[src/rtl/dice_roller_pkg.sv]
// Shared constants for the dice roller: die sizes, button indices and
// the gfedcba seven-segment table.
package dice_roller_pkg;

  typedef enum logic [2:0] {
    DIE_D4,
    DIE_D6,
    DIE_D8,
    DIE_D10,
    DIE_D12,
    DIE_D20,
    DIE_D100
  } die_e;

  localparam int NUM_BUTTONS = 7;
  localparam int BTN_D4      = 0;
  localparam int BTN_D100    = 6;

  localparam logic [6:0] DIE_SIDES [NUM_BUTTONS] = '{
    7'd4, 7'd6, 7'd8, 7'd10, 7'd12, 7'd20, 7'd100
  };

  localparam logic [6:0] SEG_BLANK = 7'b0000000;

  localparam logic [6:0] SEG_CODES [10] = '{
    7'b0111111, 7'b0000110, 7'b1011011, 7'b1001111, 7'b1100110,
    7'b1101101, 7'b1111101, 7'b0000111, 7'b1111111, 7'b1101111
  };

endpackage

[src/rtl/dice_roller_if.sv]
// TinyTapeout-style pin bundle for the dice roller tile.
interface dice_roller_if;
  logic       ena;
  logic [7:0] ui_in;
  logic [7:0] uio_in;
  logic [7:0] uo_out;
  logic [7:0] uio_out;
  logic [7:0] uio_oe;

  modport master (
    output ena, ui_in, uio_in,
    input  uo_out, uio_out, uio_oe
  );

  modport slave (
    input  ena, ui_in, uio_in,
    output uo_out, uio_out, uio_oe
  );
endinterface

[src/rtl/dice_roller_seg7_decode.sv]
// One decimal digit to logical gfedcba segments; blank forces all segments off.
module seg7_decode
  import dice_roller_pkg::*;
(
  input  logic [3:0] digit,
  input  logic       blank,
  output logic [6:0] seg
);

  always_comb begin
    seg = SEG_BLANK;
    if (!blank && digit <= 4'd9) begin
      seg = SEG_CODES[digit];
    end
  end

endmodule

[src/rtl/dice_roller.sv]
// Electronic dice: hold a button to spin, release to freeze; the result is
// shown on a two-digit multiplexed display with board-selectable polarities.
module dice_roller
  import dice_roller_pkg::*;
#(
  parameter int MUX_BITS = 10
) (
  input  logic          clk,
  input  logic          rst_n,
  dice_roller_if.slave  bus
);

  logic [NUM_BUTTONS-1:0] press_raw;
  logic [NUM_BUTTONS-1:0] sync_a;
  logic [NUM_BUTTONS-1:0] sync_b;
  logic                   any_press;
  logic                   any_prev;
  die_e                   sel;
  die_e                   die;
  logic [6:0]             sides;
  logic [6:0]             value;

  logic [MUX_BITS-1:0]    mux_cnt;
  logic [3:0]             units;
  logic [3:0]             tens;
  logic                   units_blank;
  logic                   tens_blank;
  logic [6:0]             units_seg;
  logic [6:0]             tens_seg;
  logic [6:0]             seg_q;
  logic                   units_on_q;
  logic                   tens_on_q;
  logic                   unused_bits;

  // A button reads pressed when its pin matches the configured polarity.
  assign press_raw = ~(bus.ui_in[BTN_D100:BTN_D4] ^ {NUM_BUTTONS{bus.uio_in[5]}});

  always_ff @(posedge clk or posedge rst_n) begin
    if (rst_n) begin
      sync_a <= '0;
      sync_b <= '0;
    end else begin
      sync_a <= press_raw;
      sync_b <= sync_a;
    end
  end

  always_comb begin
    sel = DIE_D4;
    for (int i = NUM_BUTTONS - 1; i >= 0; i--) begin
      if (sync_b[i]) begin
        sel = die_e'(i[2:0]);
      end
    end
  end

  assign any_press = |sync_b;
  assign sides     = DIE_SIDES[sel];

  // A fresh press or a change of die restarts the count at 1.
  always_ff @(posedge clk or posedge rst_n) begin
    if (rst_n) begin
      value    <= 7'd0;
      die      <= DIE_D4;
      any_prev <= 1'b0;
    end else begin
      any_prev <= any_press;
      if (any_press) begin
        if (!any_prev || sel != die) begin
          value <= 7'd1;
          die   <= sel;
        end else if (value >= sides) begin
          value <= 7'd1;
        end else begin
          value <= value + 7'd1;
        end
      end
    end
  end

  assign units       = 4'(value % 7'd10);
  assign tens        = 4'((value / 7'd10) % 7'd10);
  assign units_blank = (value == 7'd0);
  assign tens_blank  = (value < 7'd10);

  seg7_decode u_units (
    .digit (units),
    .blank (units_blank),
    .seg   (units_seg)
  );

  seg7_decode u_tens (
    .digit (tens),
    .blank (tens_blank),
    .seg   (tens_seg)
  );

  // Segments and commons are registered together so a digit switch is one clean edge.
  always_ff @(posedge clk or posedge rst_n) begin
    if (rst_n) begin
      mux_cnt    <= '0;
      seg_q      <= SEG_BLANK;
      units_on_q <= 1'b0;
      tens_on_q  <= 1'b0;
    end else begin
      mux_cnt <= mux_cnt + MUX_BITS'(1);
      if (mux_cnt[MUX_BITS-1]) begin
        seg_q      <= tens_seg;
        units_on_q <= 1'b0;
        tens_on_q  <= !tens_blank;
      end else begin
        seg_q      <= units_seg;
        units_on_q <= !units_blank;
        tens_on_q  <= 1'b0;
      end
    end
  end

  assign bus.uo_out  = {~bus.uio_in[6], ~(seg_q ^ {7{bus.uio_in[6]}})};
  assign bus.uio_out = {6'b000000,
                        tens_on_q  ? bus.uio_in[7] : ~bus.uio_in[7],
                        units_on_q ? bus.uio_in[7] : ~bus.uio_in[7]};
  assign bus.uio_oe  = 8'b0000_0011;

  assign unused_bits = &{1'b0, bus.ena, bus.ui_in[7], bus.uio_in[4:0]};

endmodule

[src/flat_wrapper.sv]
// flat-port wrapper written by rule: the top's interface ports become plain ports
module dice_roller_flat import dice_roller_pkg::*;
#(
  parameter int MUX_BITS = 10
)
  (clk, rst_n, bus_ena, bus_ui_in, bus_uio_in, bus_uo_out, bus_uio_out, bus_uio_oe);
  dice_roller_if bus_i ();
  input  logic clk;
  input  logic rst_n;
  input wire logic [$bits(bus_i.ena)-1:0] bus_ena;
  input wire logic [$bits(bus_i.ui_in)-1:0] bus_ui_in;
  input wire logic [$bits(bus_i.uio_in)-1:0] bus_uio_in;
  output wire logic [$bits(bus_i.uo_out)-1:0] bus_uo_out;
  output wire logic [$bits(bus_i.uio_out)-1:0] bus_uio_out;
  output wire logic [$bits(bus_i.uio_oe)-1:0] bus_uio_oe;
  assign bus_i.ena = bus_ena;
  assign bus_i.ui_in = bus_ui_in;
  assign bus_i.uio_in = bus_uio_in;
  assign bus_uo_out = bus_i.uo_out;
  assign bus_uio_out = bus_i.uio_out;
  assign bus_uio_oe = bus_i.uio_oe;
  dice_roller #(.MUX_BITS(MUX_BITS)) u_core (.clk(clk), .rst_n(rst_n), .bus(bus_i));
endmodule
[config.mk]
export PLATFORM = sky130hd
export DESIGN_NAME = dice_roller_flat
export DESIGN_NICKNAME = d
export VERILOG_FILES = /design/src/rtl/dice_roller_pkg.sv /design/src/rtl/dice_roller_if.sv /design/src/rtl/dice_roller_seg7_decode.sv /design/src/rtl/dice_roller.sv /design/src/flat_wrapper.sv
export SDC_FILE = /design/constraint.sdc
export NUM_CORES = 1
export LEC_CHECK = 0
export BUFFER_PORTS_ARGS = -buffer_cell sky130_fd_sc_hd__buf_2
export CORE_ASPECT_RATIO = 2
export CORE_MARGIN = 4
export CORE_UTILIZATION = 50
export CTS_BUF_LIST = sky130_fd_sc_hd__clkbuf_4
export DETAILED_ROUTE_END_ITERATION = 10
export PLACE_DENSITY = 0.81
export SETUP_SLACK_MARGIN = 0.5
export SYNTH_ARGS = -nofsm -noshare
export SYNTH_HDL_FRONTEND = slang
export SYNTH_SLANG_ARGS = --single-unit
[constraint.sdc]
create_clock -name clk -period 10.5 [get_ports clk]
set_clock_uncertainty 0.15 [all_clocks]
set_input_delay 2.1 -clock clk [delete_from_list [all_inputs] [get_ports clk]]
set_output_delay 2.1 -clock clk [all_outputs]
set_load 0.03 [all_outputs]
Yosys cells after proc, flatten, opt, wreduce, memory -nomap -nowiden. Memories as Yosys holds them, arrays and structs flattened. Index checks and enable logic that the tools add are counted.

ROM bits: 280. Input bits: 19. Memories kept: 3. Bits in registers: 44.

Memories: (name not given) (words 16, width 7, read ports 1, clocked after Yosys merged registers in 0, write ports 0, line dice_roller_seg7_decode.sv:13) `seg = SEG_CODES[digit];`; (name not given) (words 16, width 7, read ports 1, clocked after Yosys merged registers in 0, write ports 0, line dice_roller_seg7_decode.sv:13); (name not given) (words 8, width 7, read ports 1, clocked after Yosys merged registers in 0, write ports 0, line dice_roller.sv:58) `assign sides = DIE_SIDES[sel];`.

Div/mod/pow operators: 3. Mux-type cells: 22. Magnitude comparators: 7. Bitwise operators: 9. Reduce and logical (&&, ||, !) cells: 9. Equal/unequal tests: 1. $add $sub $neg: 2.

Operator list (number): 7-bit 2-to-1 mux (11); 3-bit 2-to-1 mux (7); 7-bit by 4-bit remainder unit with 7-bit output, second input constant (2); 7-bit NOT (2); 7-bit XOR (2); 10-bit by 1-bit adder with 10-bit output, second input constant (1); 5-bit greater-or-equal comparator, second input constant (2); 4-bit NOT with 5-bit output (2); 4-bit less-or-equal comparator, second input constant (2); 7-bit by 1-bit adder with 7-bit output, second input constant (1); 7-bit by 4-bit divider with 7-bit output, second input constant (1); 7-bit greater-or-equal comparator (1); 7-bit logical NOT (1); 7-bit by 4-bit < comparator with 1-bit output, second input constant (1); 7-bit OR reduction (1); 4-bit greater-or-equal comparator, second input constant (1); 1-bit 2-to-1 mux (4); 3-bit NOT with 4-bit output (1); 1-bit logical NOT (3); 3-bit inequality test (1); 1-bit logical AND (2); 1-bit NOT (2); 2-bit AND reduction (1); 1-bit logical OR (1).

Depth between registers and ports, before layout. Gate-level depths: netlist of the first run.

Depth after elaboration: 14. Depth in mapped cells: 16.

By module. From an unflattened synthesis of the first run, not the netlist that was laid out.

Cells, all modules: 324. Area, all modules: 3035.4 µm².

By module, submodules not included: dice_roller (cells each 264, instances 1, area each 2610.0 µm², sequential area each 1101.1 µm²); seg7_decode (cells each 30, instances 2, area each 212.7 µm², sequential area each 0.0 µm²).

Least setup slack after synthesis of the first run. OpenSTA, ideal clock, no wires.

Path kind: input-to-output. Start: input port bus_uio_in[6]. End: output port bus_uo_out[0]. Data required time: 8.250 ns. Arrival: 2.905 ns. Path slack: 5.345 ns. Cell stages on the path: 2. Cells stage by stage: clkbuf_1 -> xnor2_1.

Word-level cells in the longest chain between the ends: 2.

Ends and longest elaborated chain: from (decl) (line flat_wrapper.sv:12) `input wire logic [$bits(bus_i.uio_in)-1:0] bus_uio_in;`; 7-bit XOR (line dice_roller.sv:119) `assign bus.uo_out = {~bus.uio_in[6], ~(seg_q ^ {7{bus.uio_in[6]}})};`; 7-bit NOT (line dice_roller.sv:119); to (decl) (line flat_wrapper.sv:13) `output wire logic [$bits(bus_i.uo_out)-1:0] bus_uo_out;`.

Every way passes these cells.

Worst setup path in the final report of the first run.
Start: input port bus_uio_in[6]. End: output port bus_uo_out[2].

Same word-level chain as after synthesis.

==> results of run 1 <==
Yosys cell counts (all sizes together), types with 2 or more instances:
master,count
o32ai,3
a21o,7
and3,7
o21ai,15
xor2,4
conb,2
nor2b,9
ha,25
o21a,2
nand2,23
a31o,2
buf,19
a221o,2
a21boi,5
clkbuf,9
and2,2
o22ai,4
mux2i,9
a2bb2oi,3
nor3b,6
nor2,21
nor3,7
nand2b,3
xnor2,25
nand3,10
inv,23
a21oi,11
dfrtp,44
a31oi,3
a211o,3
placed cells by master, fill, tap and decap left out, types with 2 or more instances in the layout:
cell / Yosys / routed
dfrtp_1: 44 / 44
xnor2_1: 25 / 25
ha_1: 25 / 25
nand2_1: 23 / 23
inv_1: 22 / 22
nor2_1: 21 / 21
buf_2: 4 / 21
o21ai_0: 15 / 15
conb_1: 2 / 14
a21oi_1: 11 / 11
nand3_1: 10 / 10
nor2b_1: 9 / 9
mux2i_1: 9 / 9
and3_1: 7 / 7
nor3_1: 7 / 7
a21o_1: 7 / 7
nor3b_1: 6 / 6
a21boi_0: 5 / 5
clkbuf_4: 0 / 5
xor2_1: 4 / 4
o22ai_1: 4 / 4
a31oi_1: 3 / 3
a2bb2oi_1: 3 / 3
o32ai_1: 3 / 3
a211o_1: 3 / 3
and2_1: 2 / 2
a221o_1: 2 / 2
a31o_2: 2 / 2
o21a_1: 2 / 2
nand2b_1: 2 / 2
routing by layer:
metal | up-vias | routed length (um) | share of wire [%]
met3 | 24 | 203 | 3.3
met4 | 0 | 331 | 5.3
met2 | 60 | 3570 | 58
li1 | 1151 | - | -
met1 | 1130 | 2090 | 34
met5 | - | 0 | 0
registers in the layout, indices dropped and copies added (netlist names):
| signal | flops |
|---|---|
| u_core.any_prev | 1 |
| u_core.die | 3 |
| u_core.mux_cnt | 10 |
| u_core.seg_q | 7 |
| u_core.sync_a | 7 |
| u_core.sync_b | 7 |
| u_core.tens_on_q | 1 |
| u_core.units_on_q | 1 |
| u_core.value | 7 |
worst max-delay path by stage:
stage,from,to,cells past startpoint
finish,bus_uio_in[6],bus_uo_out[2],3
global route,bus_uio_in[6],bus_uo_out[0],3
CTS,bus_uio_in[6],bus_uo_out[2],3
detailed placement,bus_uio_in[6],bus_uo_out[2],3
global placement,bus_uio_in[6],bus_uo_out[3],3
floorplan,bus_uio_in[6],bus_uo_out[0],2
logic make-up after synthesis:
kind of cell | after synthesis
AO/OA/AOI/OAI | 74
XOR/XNOR | 29
adder cells (fa/ha/maj) | 25
buffers and inverters | 51
flip-flops | 44
multiplexers | 10
other | 2
AND/OR/NAND/NOR | 97
worst max-delay path, cell delays in order:
cell and delay (ns):
buf_2 0.20, xnor2_1 0.14, buf_2 0.22
power breakdown:
| part | switching [W] | leakage [nW] | total [W] | internal (W) |
|---|---|---|---|---|
| combinational | 0.000148 | 1.02 | 0.000244 | 0.0000962 |
| clock | 0.0000565 | 0.0412 | 0.000106 | 0.0000497 |
| sequential | 0.0000218 | 0.536 | 0.000215 | 0.000194 |
| total | 0.000226 | 1.59 | 0.000566 | 0.000339 |
cell type report:
type,count,area (um^2)
fillers,537,2750
multi-input cells,249,1750
flip-flops and latches,44,1100
repair buffers,22,113
inverters,23,86.3
well taps,63,78.8
clock inverters,3,42.5
clock buffers,5,37.5
per-stage QoR:
stage | setup slack (ns) | total power, W | utilization, % | cell area [um^2] | hold slack, ns
2_1_floorplan | 5.34 | 0.000411 | - | 3100 | 0.181
3_3_place_gp | 5.60 | 0.000453 | 52.5 | 3130 | 0.184
3_5_place_dp | 5.58 | 0.000462 | 52.5 | 3130 | 0.186
4_1_cts | 5.58 | 0.000569 | 53.8 | 3210 | 0.210
5_1_grt | 5.54 | 0.000602 | 53.8 | 3210 | 0.218
6_report | 5.59 | 0.000566 | 53.8 | 3210 | 0.205
==> flow_summary.json, run 1 <==
{
  "outcome": "finished clean",
  "ctsResizeCount": 0,
  "cts_made_buffers": 5,
  "die_x_um": 63.3,
  "initial_core_util_pct": 51.3,
  "endpoint_kind": "output port",
  "synth.top_cell.area_share_pct": 36.0,
  "antenna_found_initial": 0,
  "via_per_inst": 5.78,
  "slew_headroom_pct": 18.6,
  "layout-drive-gt1-share_pct": 11.0,
  "portBuffers": 21,
  "dr.pass1.iters": 4,
  "clk_pin_slew_ns": 0.13,
  "synthTopCellsByArea": "dfrtp_1 (36%), ha_1 (10%), xnor2_1 (7.2%), buf_4 (3.7%), mux2i_1 (2.9%)",
  "synth-simple-area-share_pct": 16.2,
  "vdd_drop_max_uv": 90.4,
  "worstHoldPathType": "reg -> reg",
  "worst_ep_arrival_time_ns": 2.66,
  "antenna_cells_inserted": 0,
  "synthFlopType": "dfrtp_1",
  "met3_usage_pct": 2.28,
  "cp_max_fo": 8,
  "clkLatencyLatePin_ns": 0.37,
  "tns_ns": 0,
  "use_met1_pct": 14.7,
  "grt_busiest_layer": "met2",
  "ys_ff_latch": 44,
  "cts_max_level": 2,
  "cts_root_buf": "clkbuf_4",
  "critical_path_class": "in -> out",
  "netlist_instances": 332,
  "wl_per_cell_um": 15.2,
  "reg2reg_slack_ns": 5.95,
  "seq_area_frac_synth_pct": 36.0,
  "hold_depth": 0,
  "drc": 0,
  "core_mm2": 0.00596,
  "stdcell_count": 409,
  "tightest_slew_ns": 1.21,
  "rr_startpoint": "u_core.value[5]",
  "powerDensity_mw_per_mm2": 176,
  "synthXorXnorAreaFrac_pct": 8.31,
  "yosysWarnings": 0,
  "core.rowCount": 40,
  "yosysUniqueCellTypes": 57,
  "synth_area_mm2": 0.00306,
  "avgSynthCellArea_um2": 9.20,
  "dp_cells": 401,
  "die-area_mm2": 0.00750,
  "worstHoldStart": "u_core.sync_a[5]",
  "first_iter_violations": 107,
  "grt_pass1_vias": 2360,
  "nets": 389,
  "grt_pass1_wl_mm": 10.1,
  "min_to": "u_core.sync_b[5]",
  "max_cap_violations": 0,
  "met2_usage_pct": 33.4,
  "wirelength_mm": 6.20,
  "cts_tree": "done",
  "synth_top_family_by_area": "compound AO/OA/AOI/OAI gates",
  "hpwl_mm": 4.77,
  "clock_sinks": 44,
  "yosys.area.top_type": "dfrtp_1",
  "postCtsSetupRepairBufs": 0,
  "overflow": 0,
  "maxSlewViolCount": 0,
  "ioPinCount": 43,
  "grtUsageTotal_pct": 16.9,
  "async_flop_share_pct": 100,
  "worstPathRequired_ns": 8.25,
  "cts_hold_buf": 0,
  "leakagePower_nw": 1.59,
  "gp_congestion": 0.933,
  "areaGrowthSynthToFinish_pct": 4.91,
  "drtAntennaViolNets": 0,
  "r2r_cells": 13,
  "setup_viol": 0,
  "hold_violations": 0,
  "yosys.area_share.adder_pct": 10.2,
  "synth_edf_count": 0,
  "clockBufferDepth": 2,
  "grt_max_degree": 45,
  "synth.mux.area_fraction_pct": 3.32,
  "fin_crit_ns": 4.91,
  "vias": 2365,
  "fmax_ghz": 0.204,
  "synth_compound_area_share_pct": 17.4,
  "rsz0062_at_grt": "false",
  "cp-start-kind": "input pin",
  "post-route-period-util_pct": 46.8,
  "worst_r2r_endpoint": "u_core.seg_q[5]",
  "die_h_um": 119
}
No activity file was read; power rests on OpenSTA's default activity.
==> inputs of run 2 (changes only) <==
--- a/config.mk
+++ b/config.mk
@@ -5,6 +5,7 @@
 export SDC_FILE = /design/constraint.sdc
 export NUM_CORES = 1
 export LEC_CHECK = 0
+export ABC_AREA = 1
 export BUFFER_PORTS_ARGS = -buffer_cell sky130_fd_sc_hd__buf_2
 export CORE_ASPECT_RATIO = 2
 export CORE_MARGIN = 4
==> constraint.sdc (replaced) <==
create_clock -name clk -period 4.7 [get_ports clk]
set_clock_uncertainty 0.15 [all_clocks]
set_input_delay 0.94 -clock clk [delete_from_list [all_inputs] [get_ports clk]]
set_output_delay 0.94 -clock clk [all_outputs]
set_load 0.03 [all_outputs]
==> run 2 against run 1 <==
Against the previous run:
- combinational power rose by 80%
- register-to-register slack got worse by 5.2 ns
- sequential share of layout area rose by 0.28 points
- die area fell by 2.3%
- routed wire length fell by 13%
- worst setup slack got worse by 4.8 ns
- clock-buffer cell count did not move
- power rose by 100%
- synthesized cell count rose by 7.8%
- critical path type is now reg -> reg
- critical endpoint is now u_core.seg_q[1]
==> flow_summary.json, run 2 <==
{
  "yosysWarnings": 0,
  "design_area_mm2": 0.00318,
  "cp_max_fo": 8,
  "gp_congestion": 0.788,
  "fmax_ghz": 0.256,
  "cts_root_buf": "clkbuf_4",
  "endpoint_kind": "flip-flop",
  "post-route-period-util_pct": 83.2,
  "netlist_instances": 358,
  "yosys-top-cells-count": "nand2_1 (68), dfrtp_1 (44), inv_1 (43), nand3_1 (27), ha_1 (25)",
  "max_cap_violations": 0,
  "synthTopCellsByArea": "dfrtp_1 (37%), ha_1 (10%), nand2_1 (8.6%), xnor2_1 (5.9%), inv_1 (5.4%)",
  "core.rowCount": 39,
  "grt_max_degree": 26,
  "first_iter_violations": 87,
  "fin_crit_ns": 3.91,
  "dp_cells": 436,
  "vias": 2347,
  "setup_viol": 0,
  "die-area_mm2": 0.00733,
  "ys_ff_latch": 44,
  "tightest_slew_ns": 0.728,
  "die_h_um": 117,
  "critical_path_class": "reg -> reg",
  "drc": 0,
  "cts_made_buffers": 5,
  "regMostFlops": "u_core.mux_cnt",
  "tns_ns": 0,
  "final_cell_mix": "nand2_1 (68), dfrtp_1 (44), inv_1 (43), nand3_1 (27), ha_1 (25)",
  "layout-drive-gt1-share_pct": 18.3,
  "nets": 426,
  "synth_area_mm2": 0.00298,
  "avgSynthCellArea_um2": 8.32,
  "outcome": "finished clean",
  "yosysUniqueCellTypes": 41,
  "wl_per_cell_um": 12.2,
  "cp-start-kind": "flip-flop",
  "synthFlopType": "dfrtp_1",
  "grtUsageTotal_pct": 16.2,
  "dr.pass1.iters": 4,
  "cts_hold_buf": 0,
  "clockBufferDepth": 2,
  "slew_headroom_pct": 51.4,
  "via_per_inst": 5.29,
  "portBuffers": 21,
  "total_power_w": 0.00115,
  "core_mm2": 0.00576,
  "areaGrowthSynthToFinish_pct": 6.72,
  "initial_core_util_pct": 51.7,
  "clk_pin_slew_ns": 0.14,
  "worst_ep_arrival_time_ns": 4.04,
  "stdcell_count": 444,
  "maxSlewViolCount": 0,
  "cts_max_level": 2,
  "seq_area_frac_synth_pct": 37.0,
  "worstPathRequired_ns": 4.83,
  "powerDensity_mw_per_mm2": 361,
  "async_flop_share_pct": 100,
  "antenna_found_initial": 0,
  "synth.most_common_cell": "nand2_1",
  "largest_reg_flops": 10,
  "synth_edf_count": 0,
  "clock_sinks": 44,
  "hold_violations": 0,
  "grt_pass1_wl_mm": 9.49,
  "synth.top_cell.area_share_pct": 37.0,
  "ioPinCount": 43,
  "rsz0062_at_grt": "false",
  "place_area_mm2": 0.00310,
  "die_x_um": 62.6,
  "worstHoldPathType": "reg -> reg",
  "overflow": 0,
  "grt_pass1_vias": 2378,
  "yosys.area.top_type": "dfrtp_1",
  "leakagePower_nw": 1.70,
  "ctsResizeCount": 0,
  "antenna_cells_inserted": 0,
  "clkLatencyLatePin_ns": 0.37,
  "hpwl_mm": 4.47,
  "layout.cells.most_common": "nand2_1",
  "vdd_drop_max_uv": 271,
  "cts_tree": "done",
  "drtAntennaViolNets": 0,
  "wirelength_mm": 5.42,
  "postCtsSetupRepairBufs": 0
}
[run 2: cell count changes in the layout (fill, tap and decap cells not counted), sizes merged, moves of 9 or more]
cell / previous run / this run
inv: 23 / 52
mux2i: 9 / 0
nand2: 23 / 87
nand3: 10 / 32
nor2b: 9 / 0
[run 2: kinds of logic after synthesis]
family          synth area share, %
xor+xnor                       8.82
simple gates                   25.4
buf+inv                        10.9
other cells                   0.252
flops                          37.0
compound gates                 7.14
fa+ha+maj                      10.5
[run 2: final cells by class]
class                   count  area, um^2
multi-input cells         256        1600
clock buffers               5        37.5
repair buffers             22         113
inverters                  53         208
well taps                  61        76.3
fillers                   515        2580
flip-flops and latches     44        1100
clock inverters             3        46.3
[run 2: path summary, 6_finish.rpt]
path	start	slack, ns	end	cells after the start
max in group asynchronous	rst_n	3.08	u_core.sync_a[0]	3
min reg2reg	u_core.sync_a[5]	0.21	u_core.sync_b[5]	0
max	u_core.value[4]	0.79	u_core.seg_q[1]	25
min in group asynchronous	rst_n	0.51	u_core.mux_cnt[5]	2
min	u_core.sync_a[5]	0.21	u_core.sync_b[5]	0
max reg2reg	u_core.value[4]	0.79	u_core.seg_q[1]	25
[run 2: critical path, cell delays in order, from the launching register on]
cell	delay (ns)
dfrtp_1	0.47
inv_2	0.13
nand3_1	0.13
nand3_2	0.12
nand2_4	0.07
nand2_4	0.11
nand2_1	0.07
nand3_2	0.10
nand2_4	0.07
nand2_4	0.09
nand2_2	0.06
nand2_1	0.14
inv_1	0.06
ha_1	0.20
nand3b_4	0.19
nand3_4	0.13
xor2_1	0.40
inv_1	0.17
ha_1	0.24
or2_2	0.29
nand3_1	0.08
nand2_1	0.06
nand2_2	0.07
inv_2	0.06
o21ai_1	0.08
o21ai_1	0.08
[run 2: report_power, final]
part | total (W) | internal (W) | switching (W)
clock | 0.000242 | 0.000114 | 0.000128
combinational | 0.000438 | 0.000160 | 0.000277
sequential | 0.000469 | 0.000432 | 0.0000378
total | 0.00115 | 0.000706 | 0.000444
[run 2: metal layers]
metal | up-vias | global-route usage (%) | part of all wire (%)
li1 | 1153 | - | -
met1 | 1108 | 13.4 | 32
met2 | 59 | 33.6 | 59
met3 | 27 | 2.77 | 3.8
met4 | 0 | 10.9 | 5.6
met5 | - | 0 | 0
[run 2: per-stage QoR]
step | util [%] | worst slack, ns | hold slack, ns
3_3_place_gp | 53.8 | 0.906 | 0.183
6_report | 55.2 | 0.788 | 0.214
5_1_grt | 55.2 | 0.527 | 0.223
4_1_cts | 55.2 | 0.771 | 0.218
3_5_place_dp | 53.8 | 0.823 | 0.188
2_1_floorplan | - | 1.26 | 0.181
